**config.mk**
```make
export PLATFORM = sky130hd
export DESIGN_NAME = uart_burst_tx
export DESIGN_NICKNAME = d
export VERILOG_FILES = /design/src/rtl/uart_burst_tx.sv
export SDC_FILE = /design/constraint.sdc
export NUM_CORES = 1
export LEC_CHECK = 0
export CAP_MARGIN = 10
export CORE_MARGIN = 8
export CORE_UTILIZATION = 45
export CTS_CLUSTER_DIAMETER = 200
export DETAILED_ROUTE_END_ITERATION = 6
export DONT_BUFFER_PORTS = 1
export PLACE_DENSITY_LB_ADDON = 0.25
export SYNTH_ARGS = -nofsm -noshare
export SYNTH_HDL_FRONTEND = slang
export SYNTH_SLANG_ARGS = --single-unit
export TNS_END_PERCENT = 1
```
**constraint.sdc**
```tcl
create_clock -name clk -period 3.4 [get_ports clk]
set_input_delay 0.34 -clock clk [delete_from_list [all_inputs] [get_ports clk]]
set_output_delay 0.34 -clock clk [all_outputs]
set_load 0.05 [all_outputs]
```
**src/rtl/uart_burst_tx.sv**
```systemverilog
// Buffered UART transmitter: bytes are queued in a small FIFO, a send pulse
// drains the whole queue back-to-back on txd, then the line is held idle for
// GAP_CYCLES clocks before a one-clock burst_done pulse.
// Optional build macro UART_TX_PARITY_EN adds an even-parity bit per frame.
module uart_burst_tx #(
  parameter int CLK_HZ     = 50000000,
  parameter int BAUD       = 115200,
  parameter int FIFO_DEPTH = 16,
  parameter int GAP_CYCLES = 25000000
) (
  input  logic                          clk,
  input  logic                          rst_n,
  input  logic                          wr_en,
  input  logic [7:0]                    wr_data,
  input  logic                          send,
  output logic                          full,
  output logic [$clog2(FIFO_DEPTH):0]   level,
  output logic                          busy,
  output logic                          txd,
  output logic                          burst_done
);

  localparam int BAUD_DIV = CLK_HZ / BAUD;
  localparam int BW       = $clog2(BAUD_DIV);
  localparam int GW       = (GAP_CYCLES > 0) ? $clog2(GAP_CYCLES + 1) : 1;
  localparam int PW       = $clog2(FIFO_DEPTH);
  localparam int LW       = PW + 1;

  localparam logic [BW-1:0] BAUD_LOAD = BW'(BAUD_DIV - 1);
  localparam logic [GW-1:0] GAP_LOAD  = (GAP_CYCLES > 0) ? GW'(GAP_CYCLES - 1) : '0;
  localparam logic [LW-1:0] LVL_FULL  = LW'(FIFO_DEPTH);

  typedef enum logic [2:0] {
    S_IDLE,
    S_LOAD,
    S_START,
    S_DATA,
`ifdef UART_TX_PARITY_EN
    S_PARITY,
`endif
    S_STOP,
    S_GAP
  } state_t;

  state_t          state_q;
  logic            txd_q;
  logic            busy_q;
  logic            done_q;
  logic [BW-1:0]   baud_q;
  logic [2:0]      bit_q;
  logic [GW-1:0]   gap_q;
  logic [7:0]      sh_q;
`ifdef UART_TX_PARITY_EN
  logic            par_q;
`endif

  logic [7:0]      mem_q [FIFO_DEPTH];
  logic [PW-1:0]   wr_ptr_q;
  logic [PW-1:0]   rd_ptr_q;
  logic [LW-1:0]   level_q;
  logic [LW-1:0]   level_d;
  logic            full_q;
  logic            push;
  logic            pop;

  // A write is judged against the registered full flag, so a pop in the same
  // cycle cannot rescue a write issued while full.
  assign push = wr_en && !full_q;
  assign pop  = (state_q == S_LOAD);

  // Next occupancy from this cycle's push/pop.
  always_comb begin
    level_d = level_q + LW'(push) - LW'(pop);
  end

  // FIFO pointers, occupancy and registered full flag; pointers wrap naturally.
  always_ff @(posedge clk or negedge rst_n) begin
    if (!rst_n) begin
      wr_ptr_q <= '0;
      rd_ptr_q <= '0;
      level_q  <= '0;
      full_q   <= 1'b0;
    end else begin
      if (push) wr_ptr_q <= wr_ptr_q + 1'b1;
      if (pop)  rd_ptr_q <= rd_ptr_q + 1'b1;
      level_q <= level_d;
      full_q  <= (level_d == LVL_FULL);
    end
  end

  // FIFO storage; contents need no reset because occupancy gates every read.
  always_ff @(posedge clk) begin
    if (push) mem_q[wr_ptr_q] <= wr_data;
  end

  // Transmit FSM; txd, busy and burst_done are registered alongside the state.
  always_ff @(posedge clk or negedge rst_n) begin
    if (!rst_n) begin
      state_q <= S_IDLE;
      txd_q   <= 1'b1;
      busy_q  <= 1'b0;
      done_q  <= 1'b0;
      baud_q  <= '0;
      bit_q   <= '0;
      gap_q   <= '0;
      sh_q    <= '0;
`ifdef UART_TX_PARITY_EN
      par_q   <= 1'b0;
`endif
    end else begin
      done_q <= 1'b0;
      case (state_q)
        S_IDLE: begin
          txd_q <= 1'b1;
          if (send && (level_q != '0)) begin
            state_q <= S_LOAD;
            busy_q  <= 1'b1;
          end
        end
        S_LOAD: begin
          sh_q    <= mem_q[rd_ptr_q];
`ifdef UART_TX_PARITY_EN
          par_q   <= ^mem_q[rd_ptr_q];
`endif
          state_q <= S_START;
          txd_q   <= 1'b0;
          baud_q  <= BAUD_LOAD;
        end
        S_START: begin
          if (baud_q == '0) begin
            state_q <= S_DATA;
            txd_q   <= sh_q[0];
            bit_q   <= '0;
            baud_q  <= BAUD_LOAD;
          end else begin
            baud_q <= baud_q - 1'b1;
          end
        end
        S_DATA: begin
          if (baud_q == '0) begin
            baud_q <= BAUD_LOAD;
            if (bit_q == 3'd7) begin
`ifdef UART_TX_PARITY_EN
              state_q <= S_PARITY;
              txd_q   <= par_q;
`else
              state_q <= S_STOP;
              txd_q   <= 1'b1;
`endif
            end else begin
              bit_q <= bit_q + 1'b1;
              sh_q  <= {1'b0, sh_q[7:1]};
              txd_q <= sh_q[1];
            end
          end else begin
            baud_q <= baud_q - 1'b1;
          end
        end
`ifdef UART_TX_PARITY_EN
        S_PARITY: begin
          if (baud_q == '0) begin
            state_q <= S_STOP;
            txd_q   <= 1'b1;
            baud_q  <= BAUD_LOAD;
          end else begin
            baud_q <= baud_q - 1'b1;
          end
        end
`endif
        S_STOP: begin
          txd_q <= 1'b1;
          if (baud_q == '0) begin
            if (level_q != '0) begin
              // Next byte follows; the LOAD cycle stretches this stop bit by one.
              state_q <= S_LOAD;
            end else if (GAP_CYCLES == 0) begin
              state_q <= S_IDLE;
              busy_q  <= 1'b0;
              done_q  <= 1'b1;
            end else begin
              state_q <= S_GAP;
              gap_q   <= GAP_LOAD;
            end
          end else begin
            baud_q <= baud_q - 1'b1;
          end
        end
        S_GAP: begin
          txd_q <= 1'b1;
          if (gap_q == '0) begin
            state_q <= S_IDLE;
            busy_q  <= 1'b0;
            done_q  <= 1'b1;
          end else begin
            gap_q <= gap_q - 1'b1;
          end
        end
        default: begin
          state_q <= S_IDLE;
          txd_q   <= 1'b1;
          busy_q  <= 1'b0;
        end
      endcase
    end
  end

  assign full       = full_q;
  assign level      = level_q;
  assign busy       = busy_q;
  assign txd        = txd_q;
  assign burst_done = done_q;

endmodule
```
==> results.py <==
metrics = {
    "drt": {
        "initialDrtViolationCount": 461,
        "vias_per_cell": 5.77,
        "dr_total_vias": 5070,
        "first_pass_iters": 5,
        "drt-total-wl_um": 17700,
        "wl_per_cell_um": 20.2,
        "ant_nets": 0,
        "drc": 0,
    },
    "cts": {
        "clockRootBuffer": "clkbuf_16",
        "postCtsSetupRepairBufs": 0,
        "clk_pin_slew_ps": 80,
        "numClockSinks": 193,
        "h-tree-depth": 4,
        "numCtsBuffers": 17,
        "postCtsResizedCells": 0,
        "cts_tree": "yes",
        "clk_path_buf_depth": 2,
        "postCtsHoldBufs": 10,
        "clk_latency_ps": 430,
    },
    "worst_setup_path": {
        "r2r-end": "gap_q[16]",
        "cp_slowest_cell": "or3_1",
        "critPathMaxStageDelay_ps": 660,
        "critPathKind": "register to register",
        "cp.arrival_ps": 2910,
        "path_buf_inv": 1,
        "cp_cell_sequence": "inv_1, ha_1, or4b_1, or3_1, nand4_1, nor2b_1",
        "endpoint_kind": "register",
        "setup.worst_path.start_class": "register",
        "cp.required_ps": 3770,
        "critPathMaxFanout": 17,
        "reg2reg_from": "level[3]",
        "critical-path-top-delay-family": "simple AND/OR/NAND/NOR gates",
        "reg2reg_slack_ps": 870,
        "r2r_cells": 6,
    },
    "timing": {
        "rsz0062_at_grt": "no",
        "whs_ps": 130,
        "final_max_slew_viol_count": 0,
        "timing.fmax_mhz": 395,
        "final_hold_viol_count": 0,
        "min_period_ps": 2530,
        "post-route-period-util": 0.745,
        "tightest_slew_ps": 871,
        "fin_skew_ps": 12.9,
        "finalSetupTns_ps": 0,
        "relSlewSlack": 0.418,
        "setup_violations": 0,
    },
    "floorplan": {
        "die_area_mm2": 0.0239,
        "die_y_um": 155,
        "core_mm2": 0.0188,
        "start_util": 0.460,
        "rows": 50,
        "die_x_um": 155,
        "io_pins": 21,
    },
    "global_routing": {
        "grt_pass1_vias": 5209,
        "antenna_found_initial": 0,
        "grt.overflow.total": 0,
        "grt_max_degree": 66,
        "grtUsageTotal": 0.154,
        "grt_first_pass_wirelength_um": 28600,
    },
    "layout": {
        "syn_to_final_growth_pct": 11.4,
        "layout_common_cells": "edfxtp_1, dfrtp_1, mux4_2",
        "antenna_cells": 0,
        "layout_commonest_cell": "edfxtp_1",
        "fin_nets": 634,
        "final_layout_size_suffix_gt1_frac": 0.146,
        "nFillCells": 1562,
        "final_util": 0.512,
    },
    "synth": {
        "ys_async_sr_fraction": 0.337,
        "yosysSeqAreaShare": 0.632,
        "synth.distinct_cells": 68,
        "ys_warn_count": 0,
        "ys_ff_latch": 193,
        "synth_area_mm2": 0.00866,
        "synth_edf_count": 128,
        "syn_inst": 597,
        "syn_nets": 626,
        "synth_area_per_cell_um2": 14.5,
        "synth_top_flop_cell": "edfxtp_1",
    },
    "hold_path": {
        "hp-start": "send",
        "min_path_type": "input port to register",
        "holdPathStages": 2,
        "hold_end": "busy",
    },
    "placement": {
        "post-dp-hpwl_um": 11300,
        "place.gp.congestion": 0.817,
        "port_buffers": 0,
    },
    "flow_run": {
        "drv_cap": 0,
    },
    "pwr": {
        "p_per_area_mw_per_mm2": 657,
        "peakVddDrop_uv": 577,
        "p_leak_nw": 3.51,
    },
    "run_status": {
        "status": "completed",
    },
}
==> per-layer routing <==
metal	wire length, µm	part of all wire	GRT usage	vias to the layer above
met1	8220	0.46	0.211	2567
met2	8250	0.47	0.240	145
li1	-	-	-	2337
met4	309	0.017	0.0532	0
met5	0	0	0	-
met3	946	0.053	0.0304	21
==> power breakdown <==
group / internal [W] / total (W) / switching (W)
clock network: 0.00105 / 0.00200 / 0.000949
logic: 0.000515 / 0.00113 / 0.000612
registers: 0.00283 / 0.00321 / 0.000387
==> metrics by stage <==
| stage | power, W | worst slack (ps) | cells | instance area [µm²] |
|---|---|---|---|---|
| 2_1_floorplan | 0.00404 | 1160 | 597 | 8660 |
| 5_1_grt | 0.00663 | 588 | 878 | 9650 |
| 3_5_place_dp | 0.00436 | 865 | 836 | 8930 |
| 3_3_place_gp | 0.00431 | 900 | 836 | 8930 |
| 6_report | 0.00634 | 867 | 878 | 9650 |
| 4_1_cts | 0.00639 | 853 | 878 | 9650 |
==> final cells by class <==
type	instances	area [µm²]	area share
clock inverter	15	168	0.0174
tap	260	325	0.0337
clock buffer	17	425	0.0441
sequential	193	5470	0.567
timing repair buffer	18	190	0.0197
multi-input combinational	366	3030	0.314
inverter	9	33.8	0.00350
==> worst register-to-register path: cells and delay by family, from the launching register on <==
family / cells / cell delay (ps)
adder cells (fa/ha/maj): 1 / 150
AND/OR/NAND/NOR: 4 / 1570
buffers and inverters: 1 / 160
flip-flops: 1 / 590
==> registers in the layout, indices dropped and copies added, names as in the netlist <==
name and flops:
bit_q 3, level 5, mem_q 128, gap_q 25, txd 1, busy 1
wr_ptr_q 4, rd_ptr_q 4, burst_done 1, baud_q 9, full 1, sh_q 8
state_q 3
==> worst max-delay path by stage <==
stage,slack [ps],to,cells past startpoint,from
global placement,900,gap_q[16],6,level[3]
CTS,850,gap_q[16],6,level[3]
floorplan,1160,full,10,state_q[2]
detailed placement,870,gap_q[16],6,level[2]
finish,870,gap_q[16],6,level[3]
global route,590,full,7,full
==> synth_stat cells, types with 15 or more instances <==
library cell	instances	area (µm²)
a21oi_1	18	90.1
and2_1	19	119
clkbuf_1	18	67.6
dfrtp_1	64	1600
edfxtp_1	128	3840
ha_1	16	200
mux2i_1	19	190
mux4_2	32	721
nand2_1	29	109
nand3_1	15	75.1
nor2_1	28	105
nor3_1	16	80.1
xnor2_1	16	140
==> cells by family (layout without fill, tap and decap cells) <==
kind of cell    count (synthesis)  in the layout  share of synthesized area
xor+xnor                       22             22                     0.0222
flops                         193            193                      0.632
fa+ha+maj                      17             17                     0.0254
simple gates                  177            177                      0.120
buf+inv                        38             59                     0.0185
compound gates                 96             96                     0.0735
mux                            54             54                      0.109
(Power assumes the default switching activity.)
